File: src/rtl/convolution_coprocessor_index_sequencer.sv
// rtl/convolution_coprocessor_index_sequencer.sv - index/control sequencer for the convolution coprocessor
// Walks output rows i and valid taps j, driving X/H read addresses and MAC/accumulator/Y-write strobes.

module convolution_coprocessor_comparatorLessThan #(
    parameter int WIDTH = 7
) (
    input  logic [WIDTH-1:0] a,
    input  logic [WIDTH-1:0] b,
    output logic             lt
);
    assign lt = (a < b);
endmodule

module convolution_coprocessor_index_sequencer #(
    parameter int DATA_WIDTH = 6,
    parameter int PIPE_LAT   = 2
) (
    input  logic                  clk_i,
    input  logic                  rst_i,
    input  logic                  start_i,
    input  logic [DATA_WIDTH-1:0] sizeX_i,
    input  logic [DATA_WIDTH-1:0] sizeH_i,
    output logic                  busy_o,
    output logic                  done_o,
    output logic [DATA_WIDTH-1:0] addrX_o,
    output logic [DATA_WIDTH-1:0] addrH_o,
    output logic                  mac_en_o,
    output logic                  acc_clear_o,
    output logic [DATA_WIDTH:0]   addrY_o,
    output logic                  y_we_o
);
    localparam int CW = $clog2(PIPE_LAT + 2);
    localparam logic [DATA_WIDTH:0]   ONE_W = 1;
    localparam logic [DATA_WIDTH-1:0] ONE_D = 1;

    typedef enum logic [2:0] {
        S_IDLE,
        S_ROW,
        S_MAC,
        S_DRAIN,
        S_WRITE,
        S_DONE
    } state_t;

    state_t state, state_nxt;

    logic [DATA_WIDTH-1:0] size_x, size_h, j;
    logic [DATA_WIDTH:0]   i, size_y;
    logic [CW-1:0]         drain_cnt;
    logic                  i_lt_h, i_lt_x;
    logic [DATA_WIDTH-1:0] j_start, j_end;
    logic                  last_tap, last_row;

    convolution_coprocessor_comparatorLessThan #(.WIDTH(DATA_WIDTH + 1)) u_lt_h (
        .a  (i),
        .b  ({1'b0, size_h}),
        .lt (i_lt_h)
    );

    convolution_coprocessor_comparatorLessThan #(.WIDTH(DATA_WIDTH + 1)) u_lt_x (
        .a  (i),
        .b  ({1'b0, size_x}),
        .lt (i_lt_x)
    );

    // When i >= sizeH the true j_start is < sizeX, so the low-bit modular result is exact.
    assign size_y   = {1'b0, size_x} + {1'b0, size_h} - ONE_W;
    assign j_start  = i_lt_h ? '0 : (i[DATA_WIDTH-1:0] - size_h + ONE_D);
    assign j_end    = i_lt_x ? i[DATA_WIDTH-1:0] : (size_x - ONE_D);
    assign last_tap = (j == j_end);
    assign last_row = (i == size_y - ONE_W);

    always_ff @(posedge clk_i or posedge rst_i) begin
        if (rst_i) begin
            state <= S_IDLE;
        end else begin
            state <= state_nxt;
        end
    end

    always_comb begin
        state_nxt   = state;
        busy_o      = 1'b1;
        done_o      = 1'b0;
        mac_en_o    = 1'b0;
        acc_clear_o = 1'b0;
        y_we_o      = 1'b0;
        case (state)
            S_IDLE: begin
                busy_o = 1'b0;
                if (start_i) begin
                    if (sizeX_i != '0 && sizeH_i != '0) state_nxt = S_ROW;
                    else                                state_nxt = S_DONE;
                end
            end
            S_ROW: begin
                acc_clear_o = 1'b1;
                state_nxt   = S_MAC;
            end
            S_MAC: begin
                mac_en_o = 1'b1;
                if (last_tap) state_nxt = (PIPE_LAT == 0) ? S_WRITE : S_DRAIN;
            end
            S_DRAIN: begin
                if (drain_cnt == '0) state_nxt = S_WRITE;
            end
            S_WRITE: begin
                y_we_o    = 1'b1;
                state_nxt = last_row ? S_DONE : S_ROW;
            end
            S_DONE: begin
                done_o    = 1'b1;
                state_nxt = S_IDLE;
            end
            default: state_nxt = S_IDLE;
        endcase
    end

    always_ff @(posedge clk_i or posedge rst_i) begin
        if (rst_i) begin
            size_x    <= '0;
            size_h    <= '0;
            i         <= '0;
            j         <= '0;
            drain_cnt <= '0;
        end else begin
            case (state)
                S_IDLE: begin
                    if (start_i) begin
                        size_x <= sizeX_i;
                        size_h <= sizeH_i;
                        i      <= '0;
                    end
                end
                S_ROW:   j <= j_start;
                S_MAC: begin
                    if (!last_tap) j <= j + ONE_D;
                    else           drain_cnt <= CW'(PIPE_LAT - 1);
                end
                S_DRAIN: begin
                    if (drain_cnt != '0) drain_cnt <= drain_cnt - 1'b1;
                end
                S_WRITE: begin
                    if (!last_row) i <= i + ONE_W;
                end
                default: ;
            endcase
        end
    end

    assign addrX_o = j;
    assign addrH_o = i[DATA_WIDTH-1:0] - j;
    assign addrY_o = i;

endmodule

File: config.mk
export PLATFORM = sky130hd
export DESIGN_NAME = convolution_coprocessor_index_sequencer
export DESIGN_NICKNAME = d
export VERILOG_FILES = /design/src/rtl/convolution_coprocessor_index_sequencer.sv
export SDC_FILE = /design/constraint.sdc
export NUM_CORES = 1
export LEC_CHECK = 0
export CORE_UTILIZATION = 55
export CTS_BUF_LIST = sky130_fd_sc_hd__clkbuf_4
export DETAILED_ROUTE_END_ITERATION = 7
export HOLD_SLACK_MARGIN = 0.02
export PLACE_DENSITY = 0.8
export SLEW_MARGIN = 20
export SYNTH_ARGS = -nofsm -noshare
export SYNTH_HDL_FRONTEND = slang
export SYNTH_SLANG_ARGS = --single-unit
File: constraint.sdc
create_clock -name clk_i -period 4.15 [get_ports clk_i]
set_clock_uncertainty 0.2 [all_clocks]
set_input_delay 1.245 -clock clk_i [delete_from_list [all_inputs] [get_ports clk_i]]
set_output_delay 1.245 -clock clk_i [all_outputs]
set_load 0.1 [all_outputs]
## After elaboration in Yosys (flattened, before gate mapping)

Index checks and enable logic that the tools add are counted.

- Logic and storage cells: 66
- Input port bits: 15
- Register bits: 30
- Bits in latches: 0
- Memories kept: 0
- Output and inout port bits: 24
- Bits in writable memories: 0
- Memory bits (read-only): 0

- Bitwise logic cells: 0
- Shift operators: 0
- Divide/modulo/power cells: 0
- Reduce and logical (&&, ||, !) cells: 14
- $lt $le $gt $ge: 2
- Mux-type cells: 21
- $add $sub $neg: 10
- Multiply operators: 0
- Equal/unequal tests: 13

Operator list:

| cell | count |
|---|---|
| $mux 6 | 3 |
| $mux 3 | 5 |
| $pmux 3 s5 | 1 |
| $lt 7x6->1 | 2 |
| $mux 7 | 2 |
| $pmux 7 s2 | 1 |
| $sub 7x1->7 const B | 2 |
| $add 6x1->6 const B | 2 |
| $ne 2x2->1 const B | 6 |
| $pmux 6 s2 | 1 |
| $reduce_bool 6->1 | 2 |
| $sub 6x6->6 | 2 |
| $reduce_and 3->1 | 3 |
| $reduce_bool 2->1 | 4 |
| $add 6x6->7 | 1 |
| $add 7x1->7 const B | 1 |
| $eq 7x7->1 | 1 |
| $eq 3x2->1 const B | 2 |
| $eq 3x3->1 const B | 2 |
| $eq 6x6->1 | 1 |
| $sub 6x1->6 const B | 1 |
| $mux 1 | 5 |
| $mux 2 | 2 |
| $pmux 2 s2 | 1 |
| other kinds (6) | 7 |

## Logic depth before layout (Yosys ltp)

Gate-level depths: netlist of run 1.

- Depth after elaboration: 6
- Mapped depth: 14
- Depth with buffers taken out: 14

## Hierarchy

From an unflattened synthesis of run 1, not the netlist that was laid out.

- Cells, all modules: 342
- Area total of the unflattened synthesis: 2,895.3 um2

Modules (own cells, without submodules):

| module | area each (um2) | cells an instance | times used | sequential area each (um2) |
|---|---|---|---|---|
| convolution_coprocessor_index_sequencer | 2,590.0 | 296 | 1 | 750.7 |
| convolution_coprocessor_comparatorLessThan | 152.6 | 23 | 2 | 0.0 |

## Least setup slack after synthesis of run 1

No wires, ideal clock.

- Path kind: register to output
- From: reg i[0] (netlist: addrY_o[0])
- To: out addrH_o[4]
- Slack: -1,001 ps
- Buffers on the path: 0
- Required time: 2,705 ps
- Arrival: 3,706 ps
- Stages on the path, launching flop included: 8
- Cell sequence: dfrtp_1 -> inv_1 -> ha_1 -> fa_1 -> inv_1 -> a21o_1 -> a21oi_1 -> xnor2_1

- Longest elaborated chain between the ends: 1

Ends and longest elaborated chain:

| item | line | text |
|---|---|---|
| from (decl) | 48 | `logic [DATA_WIDTH:0] i, size_y;` |
| from (signal assigned) | 144 | `if (!last_row) i <= i + ONE_W;` |
| $sub 6x6->6 | 152 | `assign addrH_o = i[DATA_WIDTH-1:0] - j;` |
| to (decl) | 26 | `output logic [DATA_WIDTH-1:0] addrH_o,` |

Every way passes these cells.

## Final worst setup path of run 1

- From: reg j[1] (netlist: addrX_o[1])
- To: out addrH_o[5]

- Longest elaborated chain between the ends: 1

Ends and longest elaborated chain:

| item | line | text |
|---|---|---|
| from (decl) | 47 | `logic [DATA_WIDTH-1:0] size_x, size_h, j;` |
| from (signal assigned) | 135 | `S_ROW: j <= j_start;` |
| from (signal assigned) | 137 | `if (!last_tap) j <= j + ONE_D;` |
| $sub 6x6->6 | 152 |  |

Every way passes these cells.

==> results of run 1 <==
-- layout by cell type (no fill, tap or decap), types with 6 or more instances in the layout --
master,instances
a211oi_1,17
a21o_1,6
a21oi_1,7
buf_4,27
clkdlybuf4s50_1,14
dfrtp_1,30
ha_1,37
inv_1,52
mux2_2,12
nand2_1,10
nand3_1,11
nor2_1,6
nor3_1,9
o21ai_0,10
xnor2_1,23
-- worst paths after layout --
kind,from,end,slack [ns],cells after the start
max,addrX_o[1],addrH_o[5],0.24,9
min,size_h[3],size_h[3],0.31,1
max reg2reg,size_x[1],addrY_o[6],0.75,14
min reg2reg,size_h[3],size_h[3],0.31,1
max in group asynchronous,rst_i,addrY_o[2],2.35,3
min in group asynchronous,rst_i,size_x[5],1.08,3
-- metal layers --
layer | track usage | routed length [um]
met1 | 0.348 | 2960
met2 | 0.456 | 3310
met3 | 0.0631 | 293
met4 | 0.0897 | 94
met5 | 0 | 0
-- metrics by stage --
stage | setup TNS [ns] | hold WS, ns | area, um2
after detailed placement | 0 | 0.297 | 3330
after global routing | 0 | 0.341 | 3380
after floorplan | -0.215 | 0.279 | 2920
after CTS | 0 | 0.320 | 3380
final | 0 | 0.315 | 3380
after global placement | 0 | 0.291 | 3330
-- cells by family (layout without fill, tap and decap cells) --
| logic type | count (synthesis) | count (layout) |
|---|---|---|
| muxes | 20 | 20 |
| DFF | 30 | 30 |
| buffers and inverters | 60 | 102 |
| and+or+nand+nor | 65 | 65 |
| adders and majority gates | 41 | 41 |
| AOI/OAI and AO/OA | 59 | 59 |
| xor gates and xnor gates | 32 | 32 |
-- area by class of cell --
| type | count | share of cell area |
|---|---|---|
| multi-input combinational | 217 | 0.568 |
| sequential | 30 | 0.222 |
| timing repair buffer | 43 | 0.113 |
| inverter | 52 | 0.0577 |
| tap | 67 | 0.0248 |
| clock buffer | 5 | 0.0111 |
| clock inverter | 2 | 0.00296 |
-- sequential cells by signal, summed over array words and instances, names as in the netlist --
register	flops
addrY_o	7
addrX_o	6
size_h	6
size_x	6
state	3
drain_cnt	2
-- timing repair --
item | 4_1_cts | 5_1_grt
resized for setup | 0 | 1
setup endpoints to repair | 0 | 1
setup buffers | 0 | 0
==> run metrics, run 1 <==
sequential area share after synthesis=0.265; Setup WS pre-CTS=about 0.5 ns; initial antenna violation count=0; # IOs=39; H-tree levels=2; family with the most delay on the worst path=compound AO/OA/AOI/OAI gates; Inst Count DP=about 410; Routed WL=~6700 um; final hold vios=0; Post-layout nets=405; routed vias/inst=5.65; global-route wire length before repair=11000 um; ANT cells=0; critical path capture point type=output port; Chip Width=73.8 um; main combinational cell family by area after synthesis=adder cells; min Tclk post-route=between 3 and 4 ns; clk sinks=30; violation count after the first detailed-route iteration=roughly 110; Final Slew Violations=0; area taken by flip-flops and latches=around 750 um2; crit-path cells=inv_1, ha_1, nor2b_1, o21ai_0, nand2b_1, a21o_1, a21oi_2, xnor2_4, buf_12; TritonCTS buffer count=5; Synth Flop Type=dfrtp_1; worst-path maximum fanout=6; Area growth syn-to-layout=19.2%; Synth warnings=0; largest area contributor in the netlist=dfrtp_1; post-DP HPWL=around 5300 um; Worst EP required=approximately 2.7 ns; top-count cell post-synth=inv_1; post-route clock period utilization=0.943; PortBufs=38; Synth Area in Simple Gates=0.131; total die area=5450 um2; Critical path buffers and inverters=2; DR vias=approximately 2.4k; Mapped Cells=about 310; adder-cell area share of the yosys netlist=0.191; Site Rows=25; utilization after layout=0.698; Hold WC Path Type=reg2reg; fraction of registers with async set or reset after synthesis=1.00; slew margin rel.=0.495; GRT Total Usage=0.273; crit path kind=reg2out; Compound-Gate Fraction of Synth Area=0.146; DR WL/cell=16.0 um; router iterations before antenna repair=4; syn_area_per_cell=between 9 and 10 um2; startpoint types=register; Routed Antenna Nets=0; Initial Util=0.585; pin count of the biggest net entering global routing=31; clock transition at the registers of the reported paths=between 0.1 and 0.15 ns; Max Freq=approximately 260 MHz; arrival time at the worst endpoint=roughly 2.5 ns; clk root buf=clkbuf_4; clock buffer depth=2; Seq cells post-synth=30; post-synth top area share=0.265; CTS tree=done; share of post-route cells with drive strength above 1=0.181; placer's final routability congestion estimate=approximately 0.87; vias in the first global route=2329; Worst-Margin Slew=between 0.7 and 0.8 ns; Synth top cells by count=52 x inv_1, 37 x ha_1, 30 x dfrtp_1; # fillers=376; MaxCap Viol Count=0; hold_buf cts=0; status=finished, final reports clean; post-synthesis mux area share=0.0811; Multi-input gate area=1920 um2; final setup margin=approximately 0.24 ns; number of flops mapped to enable cells by yosys=0; Final Non-Filler Cells=416; Distinct cells, synth=between 40 and 50; final setup vio count=0; Synth Cell Area=2840 um2; Clock Latency Late Sink=~0.34 ns; final global-route overflow total=0; DIE HEIGHT=between 70 and 80 um; CP max stage cell=dfrtp_1; syn_nets=363; largest cells by area after synthesis=dfrtp_1 26%, ha_1 16%, xnor2_1 8.0%; slowest cell delay on critical path=0.48 ns; RSZ-0062 raised after global routing=no; post-synthesis xor/xnor area fraction=0.0988; Placeable Area=just under 5000 um2; DRC=0
Power of run 1 is left out: the tool's default activity adds up to more than one toggle a clock period on the data nets, which glitch-free logic cannot reach.
==> run 2: changes to the inputs <==
--- a/config.mk
+++ b/config.mk
@@ -5,6 +5,7 @@
 export SDC_FILE = /design/constraint.sdc
 export NUM_CORES = 1
 export LEC_CHECK = 0
+export ABC_CLOCK_PERIOD_IN_PS = 4150
 export CORE_UTILIZATION = 55
 export CTS_BUF_LIST = sky130_fd_sc_hd__clkbuf_4
 export DETAILED_ROUTE_END_ITERATION = 7
==> results of run 2 <==
Same layout as run 1: the final DEF is identical, and so are final timing and power.
Power of run 2 is left out for the same reason.
==> run 3: changes to the inputs <==
--- a/config.mk
+++ b/config.mk
@@ -6,6 +6,7 @@
 export NUM_CORES = 1
 export LEC_CHECK = 0
 export ABC_CLOCK_PERIOD_IN_PS = 4150
+export CORE_ASPECT_RATIO = 1.1
 export CORE_UTILIZATION = 55
 export CTS_BUF_LIST = sky130_fd_sc_hd__clkbuf_4
 export DETAILED_ROUTE_END_ITERATION = 7
==> run 3 against run 2 <==
Net effect:
- the flow now finishes with violations (design-rule violations)
- first-iteration DRC count fell by 27%
- register-to-register slack better by 0.04 ns
- non-clock buffer count grew 1
- sequential share of layout area is 0.090 points lower
- worst setup slack got worse by 0.086 ns
- worst hold slack gained 0.0068 ns
- cell count shrank 1.7%
- critical path type unchanged
==> run metrics, run 3 (synthesis gave the netlist of run 1 again) <==
post-route clock period utilization=0.964 (+0.0208); pin count of the biggest net entering global routing=31 (unchanged); crit path kind=reg2out; Placeable Area=5000 um2 (+3.1%); TritonCTS buffer count=5 (unchanged); Routed WL=6510 um (-2.3%); Hold Crit Start=size_h[3]; # fillers=398 (+5.9%); initial antenna violation count=0 (unchanged); most frequent cells in the layout=52 x inv_1, 37 x ha_1, 30 x dfrtp_1; critical path capture point type=output port; clk sinks=30 (unchanged); share of post-route cells with drive strength above 1=0.177 (-0.00388); router iterations before antenna repair=7 (+3); final setup margin=0.151 ns (-0.0861 ns); global-route wire length before repair=10700 um (-2.5%); Initial Util=0.568 (-0.0177); reg2reg start=addrY_o[3]; Worst-Margin Slew=0.979 ns (+0.225 ns); Final Slew Violations=0 (unchanged); Worst EP required=2.70 ns (about the same); setup bufs post-CTS=0 (unchanged); crit path from=addrX_o[1]; H-tree levels=2 (unchanged); min Tclk post-route=4.00 ns (+0.0861 ns); DR WL/cell=15.9 um (-0.65%); Clock Latency Late Sink=0.34 ns (about the same); dpl cell area=3340 um2 (+0.34%); RSZ-0062 raised after global routing=no; CTS tree=done; Hold WC Path Type=reg2reg; DRC=3 (+3); slew margin rel.=0.345 (-0.150); startpoint types=register; hold_buf cts=0 (unchanged); # IOs=39 (unchanged); final global-route overflow total=0 (unchanged); MaxCap Viol Count=0 (unchanged); GRT Total Usage=0.254 (-0.0193); PortBufs=38 (unchanged); Site Rows=27 (+8.0%); final hold vios=0 (unchanged); clock transition at the registers of the reported paths=0.11 ns (about the same); Max Freq=250 MHz (-2.2%); ANT cells=0 (unchanged); total die area=5450 um2 (about the same); Chip Width=70.5 um (-4.5%); arrival time at the worst endpoint=2.55 ns (+0.08 ns); post-DP HPWL=5310 um (+0.91%); DIE HEIGHT=77.3 um (+4.7%); placer's final routability congestion estimate=0.871 (+0.55%); hold slack=0.321 ns (+0.00676 ns); most common cell after layout, fill and taps aside=inv_1; Post-layout nets=406 (+0.25%); Setup WS pre-CTS=0.520 ns (+0.00995 ns); Area growth syn-to-layout=19.7%; Final Cell Area=3400 um2 (+0.41%); worst-path maximum fanout=6 (unchanged); status=finished, violations left; post-CTS resize count=0 (unchanged); Routed Antenna Nets=0 (unchanged); DR vias=2349 (-0.085%); failing checks=design-rule violations; violation count after the first detailed-route iteration=83 (-27%); final setup vio count=0 (unchanged); routed vias/inst=5.74 (+1.6%); clk root buf=clkbuf_4; utilization after layout=0.679 (-0.0184); max reg flops=7 (unchanged); clock buffer depth=2 (unchanged); vias in the first global route=2262 (-2.9%)
run 3: cell count changes in the layout (fill, tap and decap cells not counted), sizes merged:
cell	before	now
clkdlybuf4s50	14	15
clkinvlp	0	1
run 3: path summary, 6_finish.rpt:
path                              end  slack (ns)  cells past startpoint
max                        addrH_o[5]        0.15                      9
min                         size_h[3]        0.32                      1
max reg2reg                addrX_o[0]        0.79                      9
min reg2reg                 size_h[3]        0.32                      1
max in group asynchronous   size_h[0]        2.38                      3
min in group asynchronous   size_x[0]        1.07                      3
run 3: metal layers:
| layer | part of all wire | track usage |
|---|---|---|
| met1 | 0.44 | 0.310 |
| met2 | 0.50 | 0.438 |
| met3 | 0.029 | 0.0468 |
| met4 | 0.030 | 0.104 |
| met5 | 0 | 0 |
run 3: worst max-delay path, stage by stage, from the launching register on:
cell	delay, ns
dfrtp_1	0.48
inv_1	0.10
ha_1	0.31
nor2b_1	0.13
o21ai_0	0.14
nand2b_1	0.16
a21o_1	0.21
a21oi_1	0.33
xnor2_4	0.17
buf_12	0.19
run 3: final cells by class:
class,count,area (um2),area share
Clock buffer,5,37.5,0.0110
Clock inverter,3,16.3,0.00479
Inverter,52,195,0.0575
Multi-Input combinational cell,217,1920,0.565
Sequential cell,30,751,0.221
Tap cell,58,72.6,0.0214
Timing Repair Buffer,44,405,0.119
run 3: metrics by stage:
stage / std cells / setup TNS, ns
global placement: 401 / 0
CTS: 409 / 0
finish: 409 / 0
detailed placement: 401 / 0
global route: 409 / 0
floorplan: 307 / -0.215
Power of run 3 is left out for the same reason.
